$ cat config.mk
export PLATFORM = sky130hd
export DESIGN_NAME = sparse_fold_loader_flat
export DESIGN_NICKNAME = d
export VERILOG_FILES = /design/src/rtl/sparse_fold_loader_pkg.sv /design/src/rtl/sparse_fold_loader_if.sv /design/src/rtl/sparse_pri_enc.sv /design/src/rtl/sparse_fold_loader.sv /design/src/flat_wrapper.sv
export SDC_FILE = /design/constraint.sdc
export NUM_CORES = 2
export LEC_CHECK = 0
export ABC_CLOCK_PERIOD_IN_PS = 4500
export CAP_MARGIN = 10
export CORE_AREA = 2 2 512 514
export DETAILED_ROUTE_END_ITERATION = 12
export DIE_AREA = 0 0 514 516
export PLACE_DENSITY_LB_ADDON = 0.08
export SYNTH_ARGS = -nofsm -noshare
export SYNTH_HDL_FRONTEND = slang
export SYNTH_SLANG_ARGS = --single-unit
$ cat constraint.sdc
create_clock -name clk -period 4.5 [get_ports clk]
set_clock_uncertainty 0.2 [all_clocks]
set_input_delay 0.675 -clock clk [delete_from_list [all_inputs] [get_ports clk]]
set_output_delay 0.675 -clock clk [all_outputs]
set_load 0.005 [all_outputs]
$ cat src/rtl/sparse_fold_loader_pkg.sv
// Shared definitions for the sparse fold loader: FSM encoding and small helpers.
package sparse_fold_loader_pkg;

  typedef enum logic [2:0] {
    S_IDLE,
    S_LOAD,
    S_ISSUE,
    S_WAIT_DONE,
    S_CLEANUP
  } state_t;

  // Fold numbers stop at the top of their range instead of wrapping.
  function automatic logic [15:0] sat_inc16(input logic [15:0] value);
    return (value == 16'hFFFF) ? value : value + 16'd1;
  endfunction

endpackage

$ cat src/rtl/sparse_fold_loader_if.sv
// Bitmap/element handshakes and fold outputs of the sparse fold loader.
interface sparse_fold_loader_if #(
  parameter int ROWS      = 4,
  parameter int COLS      = 8,
  parameter int LOG2_ROWS = 2,
  parameter int LOG2_COLS = 3,
  parameter int NUM_PES   = 32,
  parameter int LOG2_PES  = 5,
  parameter int DATA_TYPE = 32
);
  logic                           bm_valid;
  logic                           bm_ready;
  logic [ROWS*COLS-1:0]           bit_map;
  logic                           ele_valid;
  logic                           ele_ready;
  logic [DATA_TYPE-1:0]           ele_data;
  logic                           done_computing_one_tile;
  logic                           fold_valid;
  logic [LOG2_PES:0]              fold_count;
  logic [15:0]                    fold_idx;
  logic [NUM_PES-1:0]             pe_mask;
  logic [NUM_PES*DATA_TYPE-1:0]   stationary_buffer;
  logic [NUM_PES*LOG2_ROWS-1:0]   pe_row;
  logic [NUM_PES*LOG2_COLS-1:0]   pe_col;
  logic                           tile_done;

  // Operand front end / consumer side.
  modport master (
    output bm_valid, bit_map, ele_valid, ele_data, done_computing_one_tile,
    input  bm_ready, ele_ready, fold_valid, fold_count, fold_idx, pe_mask,
           stationary_buffer, pe_row, pe_col, tile_done
  );

  // Loader side.
  modport slave (
    input  bm_valid, bit_map, ele_valid, ele_data, done_computing_one_tile,
    output bm_ready, ele_ready, fold_valid, fold_count, fold_idx, pe_mask,
           stationary_buffer, pe_row, pe_col, tile_done
  );
endinterface

$ cat src/rtl/sparse_pri_enc.sv
// Lowest-set-bit encoder: index of the first nonzero in scan order.
module sparse_pri_enc #(
  parameter int WIDTH = 32,
  parameter int IDX_W = 5
) (
  input  logic [WIDTH-1:0] vec,
  output logic [IDX_W-1:0] index,
  output logic             any
);

  // Scan from the top down so the lowest set bit is the last one written.
  always_comb begin
    // NOTE: every output gets a default first so no path leaves it unassigned (no latch).
    index = '0;
    any   = |vec;
    for (int i = WIDTH - 1; i >= 0; i--) begin
      if (vec[i]) index = IDX_W'(i);
    end
  end

endmodule

$ cat src/rtl/sparse_fold_loader.sv
// Packs a tile's nonzero stream into NUM_PES stationary slots, one fold at a time.
module sparse_fold_loader
  import sparse_fold_loader_pkg::*;
#(
  parameter int ROWS      = 4,
  parameter int COLS      = 8,
  parameter int LOG2_ROWS = 2,
  parameter int LOG2_COLS = 3,
  parameter int NUM_PES   = 32,
  parameter int LOG2_PES  = 5,
  parameter int DATA_TYPE = 32
) (
  input logic               clk,
  input logic               rst,
  sparse_fold_loader_if.slave bus
);

  localparam int BITS  = ROWS * COLS;
  localparam int IDX_W = LOG2_ROWS + LOG2_COLS;
  localparam logic [LOG2_PES:0] LAST_CNT = (LOG2_PES + 1)'(NUM_PES - 1);

  state_t state_q, state_d;

  logic [BITS-1:0]                         work_bm_q;
  logic [LOG2_PES:0]                       cnt_q;
  logic [15:0]                             fold_idx_q;
  logic [NUM_PES-1:0]                      mask_q;
  logic [NUM_PES-1:0][DATA_TYPE-1:0]       slot_q;
  logic [NUM_PES-1:0][LOG2_ROWS-1:0]       row_q;
  logic [NUM_PES-1:0][LOG2_COLS-1:0]       col_q;

  logic [IDX_W-1:0] pos;
  logic             bm_any;
  logic [BITS-1:0]  pos_onehot;
  logic             last_slot, last_bit;
  logic             bm_hs, ele_hs, next_fold, clear_fold;
  logic             bm_ready, ele_ready, fold_valid, tile_done;

  sparse_pri_enc #(.WIDTH(BITS), .IDX_W(IDX_W)) u_pri_enc (
    .vec   (work_bm_q),
    .index (pos),
    .any   (bm_any)
  );

  assign pos_onehot = BITS'(1) << pos;
  assign last_slot  = (cnt_q == LAST_CNT);
  assign last_bit   = ((work_bm_q & ~pos_onehot) == '0);

  // State register.
  always_ff @(posedge clk) begin
    // NOTE: sequential state uses non-blocking assignment so every flop samples pre-edge values.
    if (rst) state_q <= S_IDLE;
    else     state_q <= state_d;
  end

  // Next-state logic plus handshake and status decode.
  always_comb begin
    state_d    = state_q;
    bm_ready   = 1'b0;
    ele_ready  = 1'b0;
    fold_valid = 1'b0;
    tile_done  = 1'b0;
    bm_hs      = 1'b0;
    ele_hs     = 1'b0;
    next_fold  = 1'b0;
    clear_fold = 1'b0;
    unique case (state_q)
      S_IDLE: begin
        bm_ready = 1'b1;
        bm_hs    = bus.bm_valid;
        if (bus.bm_valid) state_d = (bus.bit_map == '0) ? S_CLEANUP : S_LOAD;
      end
      S_LOAD: begin
        ele_ready = bm_any;
        ele_hs    = bus.ele_valid && bm_any;
        if (ele_hs && (last_slot || last_bit)) state_d = S_ISSUE;
      end
      S_ISSUE: begin
        fold_valid = 1'b1;
        state_d    = S_WAIT_DONE;
      end
      S_WAIT_DONE: begin
        fold_valid = 1'b1;
        if (bus.done_computing_one_tile) begin
          next_fold  = bm_any;
          clear_fold = bm_any;
          state_d    = bm_any ? S_LOAD : S_CLEANUP;
        end
      end
      S_CLEANUP: begin
        tile_done  = 1'b1;
        clear_fold = 1'b1;
        state_d    = S_IDLE;
      end
      default: state_d = S_IDLE;
    endcase
  end

  // Working bitmap, slot fill and fold bookkeeping.
  always_ff @(posedge clk) begin
    if (rst) begin
      // NOTE: slot storage is reset because unused slots must read zero from the first cycle.
      work_bm_q  <= '0;
      cnt_q      <= '0;
      fold_idx_q <= '0;
      mask_q     <= '0;
      slot_q     <= '0;
      row_q      <= '0;
      col_q      <= '0;
    end else begin
      if (bm_hs) begin
        work_bm_q  <= bus.bit_map;
        fold_idx_q <= '0;
      end
      if (ele_hs) begin
        slot_q[cnt_q[LOG2_PES-1:0]] <= bus.ele_data;
        row_q[cnt_q[LOG2_PES-1:0]]  <= pos[IDX_W-1:LOG2_COLS];
        col_q[cnt_q[LOG2_PES-1:0]]  <= pos[LOG2_COLS-1:0];
        mask_q[cnt_q[LOG2_PES-1:0]] <= 1'b1;
        work_bm_q                   <= work_bm_q & ~pos_onehot;
        cnt_q                       <= cnt_q + 1'b1;
      end
      if (clear_fold) begin
        cnt_q  <= '0;
        mask_q <= '0;
        slot_q <= '0;
        row_q  <= '0;
        col_q  <= '0;
      end
      if (next_fold) fold_idx_q <= sat_inc16(fold_idx_q);
    end
  end

  assign bus.bm_ready          = bm_ready;
  assign bus.ele_ready         = ele_ready;
  assign bus.fold_valid        = fold_valid;
  assign bus.tile_done         = tile_done;
  assign bus.fold_count        = cnt_q;
  assign bus.fold_idx          = fold_idx_q;
  assign bus.pe_mask           = mask_q;
  assign bus.stationary_buffer = slot_q;
  assign bus.pe_row            = row_q;
  assign bus.pe_col            = col_q;

endmodule

$ cat src/flat_wrapper.sv
// flat-port wrapper written by rule: the top's interface ports become plain ports
module sparse_fold_loader_flat import sparse_fold_loader_pkg::*;
#(
  parameter int ROWS      = 4,
  parameter int COLS      = 8,
  parameter int LOG2_ROWS = 2,
  parameter int LOG2_COLS = 3,
  parameter int NUM_PES   = 32,
  parameter int LOG2_PES  = 5,
  parameter int DATA_TYPE = 32
)
  (clk, rst, bus_bm_valid, bus_bit_map, bus_ele_valid, bus_ele_data, bus_done_computing_one_tile, bus_bm_ready, bus_ele_ready, bus_fold_valid, bus_fold_count, bus_fold_idx, bus_pe_mask, bus_stationary_buffer, bus_pe_row, bus_pe_col, bus_tile_done);
  sparse_fold_loader_if #(.ROWS(ROWS), .COLS(COLS), .LOG2_ROWS(LOG2_ROWS), .LOG2_COLS(LOG2_COLS), .NUM_PES(NUM_PES), .LOG2_PES(LOG2_PES), .DATA_TYPE(DATA_TYPE)) bus_i ();
  input logic clk;
  input logic rst;
  input wire logic [$bits(bus_i.bm_valid)-1:0] bus_bm_valid;
  input wire logic [$bits(bus_i.bit_map)-1:0] bus_bit_map;
  input wire logic [$bits(bus_i.ele_valid)-1:0] bus_ele_valid;
  input wire logic [$bits(bus_i.ele_data)-1:0] bus_ele_data;
  input wire logic [$bits(bus_i.done_computing_one_tile)-1:0] bus_done_computing_one_tile;
  output wire logic [$bits(bus_i.bm_ready)-1:0] bus_bm_ready;
  output wire logic [$bits(bus_i.ele_ready)-1:0] bus_ele_ready;
  output wire logic [$bits(bus_i.fold_valid)-1:0] bus_fold_valid;
  output wire logic [$bits(bus_i.fold_count)-1:0] bus_fold_count;
  output wire logic [$bits(bus_i.fold_idx)-1:0] bus_fold_idx;
  output wire logic [$bits(bus_i.pe_mask)-1:0] bus_pe_mask;
  output wire logic [$bits(bus_i.stationary_buffer)-1:0] bus_stationary_buffer;
  output wire logic [$bits(bus_i.pe_row)-1:0] bus_pe_row;
  output wire logic [$bits(bus_i.pe_col)-1:0] bus_pe_col;
  output wire logic [$bits(bus_i.tile_done)-1:0] bus_tile_done;
  assign bus_i.bm_valid = bus_bm_valid;
  assign bus_i.bit_map = bus_bit_map;
  assign bus_i.ele_valid = bus_ele_valid;
  assign bus_i.ele_data = bus_ele_data;
  assign bus_i.done_computing_one_tile = bus_done_computing_one_tile;
  assign bus_bm_ready = bus_i.bm_ready;
  assign bus_ele_ready = bus_i.ele_ready;
  assign bus_fold_valid = bus_i.fold_valid;
  assign bus_fold_count = bus_i.fold_count;
  assign bus_fold_idx = bus_i.fold_idx;
  assign bus_pe_mask = bus_i.pe_mask;
  assign bus_stationary_buffer = bus_i.stationary_buffer;
  assign bus_pe_row = bus_i.pe_row;
  assign bus_pe_col = bus_i.pe_col;
  assign bus_tile_done = bus_i.tile_done;
  sparse_fold_loader #(.ROWS(ROWS), .COLS(COLS), .LOG2_ROWS(LOG2_ROWS), .LOG2_COLS(LOG2_COLS), .NUM_PES(NUM_PES), .LOG2_PES(LOG2_PES), .DATA_TYPE(DATA_TYPE)) u_core (.clk(clk), .rst(rst), .bus(bus_i));
endmodule
==> reports/qor.log <==
[status] outcome complete, no violations
[drt] Pre-Repair DR Iteration Count 6
[critical_path] category of the worst setup path capture point output pin
[cts] clock latency reported for the late side of the worst-skew pair 850 ps
[power] leak pwr 21.50 nW
[critical_path] worst-path cell with the longest stage delay sky130_fd_sc_hd__nor4_1
[global_routing] vias in the first global route 42960
[die] die width 514 µm
[sta] slew at the pin closest to its max-slew limit 1204 ps
[hold_path] min-delay worst type input pin to register
[drt] vias after detailed routing 45170
[global_routing] Total GRT Usage 21.71%
[global_routing] fraction of met2 tracks used by global routing 36.66%
[global_routing] most crowded layer after global routing met2
[placed_design] Final HPWL DP 197.2 mm
[power] VDD IR-drop max 0.4028 mV
[die] ports placed on the boundary 1311
[cts] number of levels in the clock H-tree 4
[sta] slew margin rel. 19.73%
[power] total power draw 0.02727 W
[critical_path] number of cells on the critical path 6
[sta] Final Hold Slack 83.31 ps
[yosys] number of flops mapped to enable cells by yosys 0
[die] core outline area 259200 µm²
[yosys] cell area after synthesis 45650 µm²
[global_routing] pin count of the biggest net entering global routing 185
[global_routing] met1 Usage GRT 26.43%
[die] Site Rows 187
[hold_path] startpoint of the lowest-slack hold path bus_ele_data[9]
[cts] TritonCTS clock tree built
[critical_path] Arrival @ worst endpoint 3110 ps
[layout] net count of the finished layout 7056
[yosys] share of the synthesized area in the top cell type 55.83%
[hold_path] end of the worst hold path u_core.bus.stationary_buffer[713]
[hold_path] cell depth of the worst min-delay path 3
[yosys] Synth warnings 0
[sta] final critical path time including I/O delays and setup 3980 ps
[critical_path] largest driver fanout on the critical path 8
[critical_path] worst r2r src u_core.work_bm_q[4]
[die] Initial Util 17.61%
[drt] residual antenna-violating net count after detailed routing 0
[drt] total routed wirelength 300.3 mm
[layout] share of final-layout standard cells stronger than drive strength 1 7.086%
[critical_path] critical path class register to output pin
[yosys] synthesis-stage register bit count 1273
[critical_path] r2r worst-path depth 12
[layout] Area Growth Syn to Fin 49.05%
[yosys] cell types occupying the most area after synthesis sky130_fd_sc_hd__dfxtp_1, sky130_fd_sc_hd__nand2_1, sky130_fd_sc_hd__a21oi_1, sky130_fd_sc_hd__clkbuf_1, sky130_fd_sc_hd__nor2_1
[cts] number of buffers inserted by hold repair at cts 0
[critical_path] highest cell delay on the worst timing path 610 ps
[yosys] ranking of synthesized cells by instance count sky130_fd_sc_hd__nand2_1, sky130_fd_sc_hd__dfxtp_1, sky130_fd_sc_hd__a21oi_1, sky130_fd_sc_hd__clkbuf_1, sky130_fd_sc_hd__nor2_1
[die] height of the die 516 µm
[flow_run] max_cap viols 0
[sta] Slew Viols, Final 0
[global_routing] met3 usage 6.471%
[critical_path] Data required, critical path 3620 ps
[sta] final hold violation count 0
[layout] share of the core filled with cells 26.24%
[yosys] register area share after synthesis 55.83%
[cts] Longest Clk Path Bufs 3
[yosys] most common flop cell mapped by yosys sky130_fd_sc_hd__dfxtp_1
[drt] Vias/cell 4.292
[placed_design] Port-buffer cells 1310
[yosys] number of different library cells in the post-synthesis netlist 70
[critical_path] category of cells accounting for the largest share of critical-path delay simple AND/OR/NAND/NOR gates
[cts] PostCTS Resize Cnt 0
[die] area of the die 265200 µm²
[global_routing] remaining global-route overflow 0
[yosys] most frequent cell after synthesis sky130_fd_sc_hd__nand2_1
[cts] clock buffers created by TritonCTS 164
[sta] number of setup violations in the final report 0
[sta] RSZ-0062 raised after global routing false
[drt] average wire length per cell after detail routing 28.54 µm
[cts] cell chosen for the clock root sky130_fd_sc_hd__clkbuf_16
[yosys] net count after synthesis 5961
[global_routing] global-route wire length before repair 398.8 mm
[yosys] Mean Syn Cell Area 7.754 µm²
[sta] final worst-path cycle share 88.46%
[global_routing] antenna violations before repair 33
[critical_path] critical path buffer and inverter count 2
[sta] Setup TNS 0 ps
[power] total power density per cell area 400.8 nW/µm²
[yosys] Syn Inst Count 5887
[critical_path] Setup crit start kind register
[critical_path] setup slack on the worst flop-to-flop path 560 ps
[critical_path] end of the worst register-to-register path u_core.bus.stationary_buffer[37]
[drt] DR DRC count 0
[cts] number of clock sinks seen by CTS 1273
[sta] Highest Clock Rate 251.2 MHz
[critical_path] CP cell instances nor4_1 -> nand4_1 -> buf_4 -> nor3_2 -> nor2_1 -> clkdlybuf4s50_1
[cts] postcts setup bufs 0
[drt] number of violations reported at the end of detailed-routing iteration 0 3570
[placed_design] placed insts 10220
[cts] CTS clk-pin slew, worst paths 60 ps
[layout] count of placed standard cells in the final layout, fillers left out 10520
[yosys] cell type with the highest aggregate area in the netlist sky130_fd_sc_hd__dfxtp_1
[placed_design] Routability Congestion 0.8107
[yosys] ys async rst share 0%
## cells by family (layout without fill, tap and decap cells)
family / count (synthesis) / count (layout) / share of synthesized area, %
XOR/XNOR: 11 / 11 / 0.2111
AND/OR/NAND/NOR: 2735 / 2735 / 23.54
multiplexers: 1 / 1 / 0.02193
flip-flops: 1273 / 1273 / 55.83
other: 0 / 9 / 0
buffers and inverters: 524 / 1750 / 4.975
AO/OA/AOI/OAI: 1338 / 1338 / 15.28
adder cells (fa/ha/maj): 5 / 5 / 0.1371
## power by group
part	internal [W]	switching, W
registers	0.0113	0.0000740
logic	0.000447	0.00177
clock network	0.00793	0.00572
total	0.0197	0.00757
## metal layers
metal  part of all wire [%]  wire [µm]  vias up
met5                  0.032         95        -
met4                    3.2       9500       14
met3                    7.9      23730      324
met2                     48     143000     1634
met1                     41     124000    21960
li1                       -          -    21250
## cells in the final DEF, fill, tap and decap left out, types with 5 or more instances in the layout
cell type and n:
sky130_fd_sc_hd__a21oi_1 1205, sky130_fd_sc_hd__buf_2 12, sky130_fd_sc_hd__clkinv_16 6, sky130_fd_sc_hd__and2_1 9
sky130_fd_sc_hd__nand3b_1 6, sky130_fd_sc_hd__buf_4 109, sky130_fd_sc_hd__inv_1 11, sky130_fd_sc_hd__nor4_1 19
sky130_fd_sc_hd__nor2_4 34, sky130_fd_sc_hd__o21ai_0 39, sky130_fd_sc_hd__nand2_1 2365, sky130_fd_sc_hd__a211oi_1 36
sky130_fd_sc_hd__clkdlybuf4s50_1 1278, sky130_fd_sc_hd__buf_12 43, sky130_fd_sc_hd__nand2b_1 6, sky130_fd_sc_hd__dfxtp_1 1273
sky130_fd_sc_hd__nand3_1 21, sky130_fd_sc_hd__and3_1 5, sky130_fd_sc_hd__diode_2 9, sky130_fd_sc_hd__clkinv_2 15
sky130_fd_sc_hd__clkbuf_8 44, sky130_fd_sc_hd__a31oi_1 8, sky130_fd_sc_hd__clkbuf_16 166, sky130_fd_sc_hd__nor2_1 160
sky130_fd_sc_hd__bufinv_16 6, sky130_fd_sc_hd__nand4_1 14, sky130_fd_sc_hd__a22oi_1 8, sky130_fd_sc_hd__or3_1 5
sky130_fd_sc_hd__ha_1 5, sky130_fd_sc_hd__clkbuf_1 48, sky130_fd_sc_hd__nand2_2 32, sky130_fd_sc_hd__nor4_2 5
sky130_fd_sc_hd__xor2_1 7, sky130_fd_sc_hd__nor3_1 24
## worst reg2reg max path: stages (launching register included)
cell and delay [ps]:
sky130_fd_sc_hd__dfxtp_1 380, sky130_fd_sc_hd__nor4_1 620, sky130_fd_sc_hd__nand4_1 180, sky130_fd_sc_hd__buf_4 210, sky130_fd_sc_hd__nor3_2 310, sky130_fd_sc_hd__nand2b_1 230, sky130_fd_sc_hd__nor2_1 60, sky130_fd_sc_hd__buf_4 210
sky130_fd_sc_hd__and2_1 460, sky130_fd_sc_hd__nand2_4 470, sky130_fd_sc_hd__buf_12 260, sky130_fd_sc_hd__nand2_1 100, sky130_fd_sc_hd__a21oi_1 150
## stage by stage
stage / area (µm²) / setup slack, ps
2_1_floorplan: 45650 / 1570
3_3_place_gp: 62490 / 544.6
3_5_place_dp: 62490 / 489.7
4_1_cts: 68010 / 363.3
5_1_grt: 68010 / 229.3
6_report: 68030 / 519.5
## final cells by class
class                           count  area (µm²)
Fill cell                       27970      191200
Sequential cell                  1273       25480
Multi-Input combinational cell   4090       18170
Timing Repair Buffer             1442       14530
Clock buffer                      258        4940
Tap cell                         3402        4257
Clock inverter                     39       584.3
Inverter                           11       41.29
Antenna cell                        9       22.52
## worst max-delay path by stage
stage                                                    to                  from
after floorplan           u_core.bus.stationary_buffer[240]  u_core.work_bm_q[24]
after global placement                    u_core.state_q[1]   u_core.work_bm_q[8]
after CTS                                     bus_ele_ready   u_core.work_bm_q[4]
after global routing       u_core.bus.stationary_buffer[37]   u_core.work_bm_q[4]
final                                         bus_ele_ready   u_core.work_bm_q[4]
after detailed placement  u_core.bus.stationary_buffer[550]   u_core.work_bm_q[4]
## registers in the layout, indices dropped and copies added, names as in the netlist
| signal | cells |
|---|---|
| u_core.bus.pe_mask | 32 |
| u_core.bus.stationary_buffer | 1024 |
| u_core.bus.pe_row | 64 |
| u_core.bus.fold_count | 6 |
| u_core.bus.pe_col | 96 |
| u_core.work_bm_q | 32 |
| u_core.bus.fold_idx | 16 |
| u_core.state_q | 3 |
No activity file was read; power rests on OpenSTA's default activity.
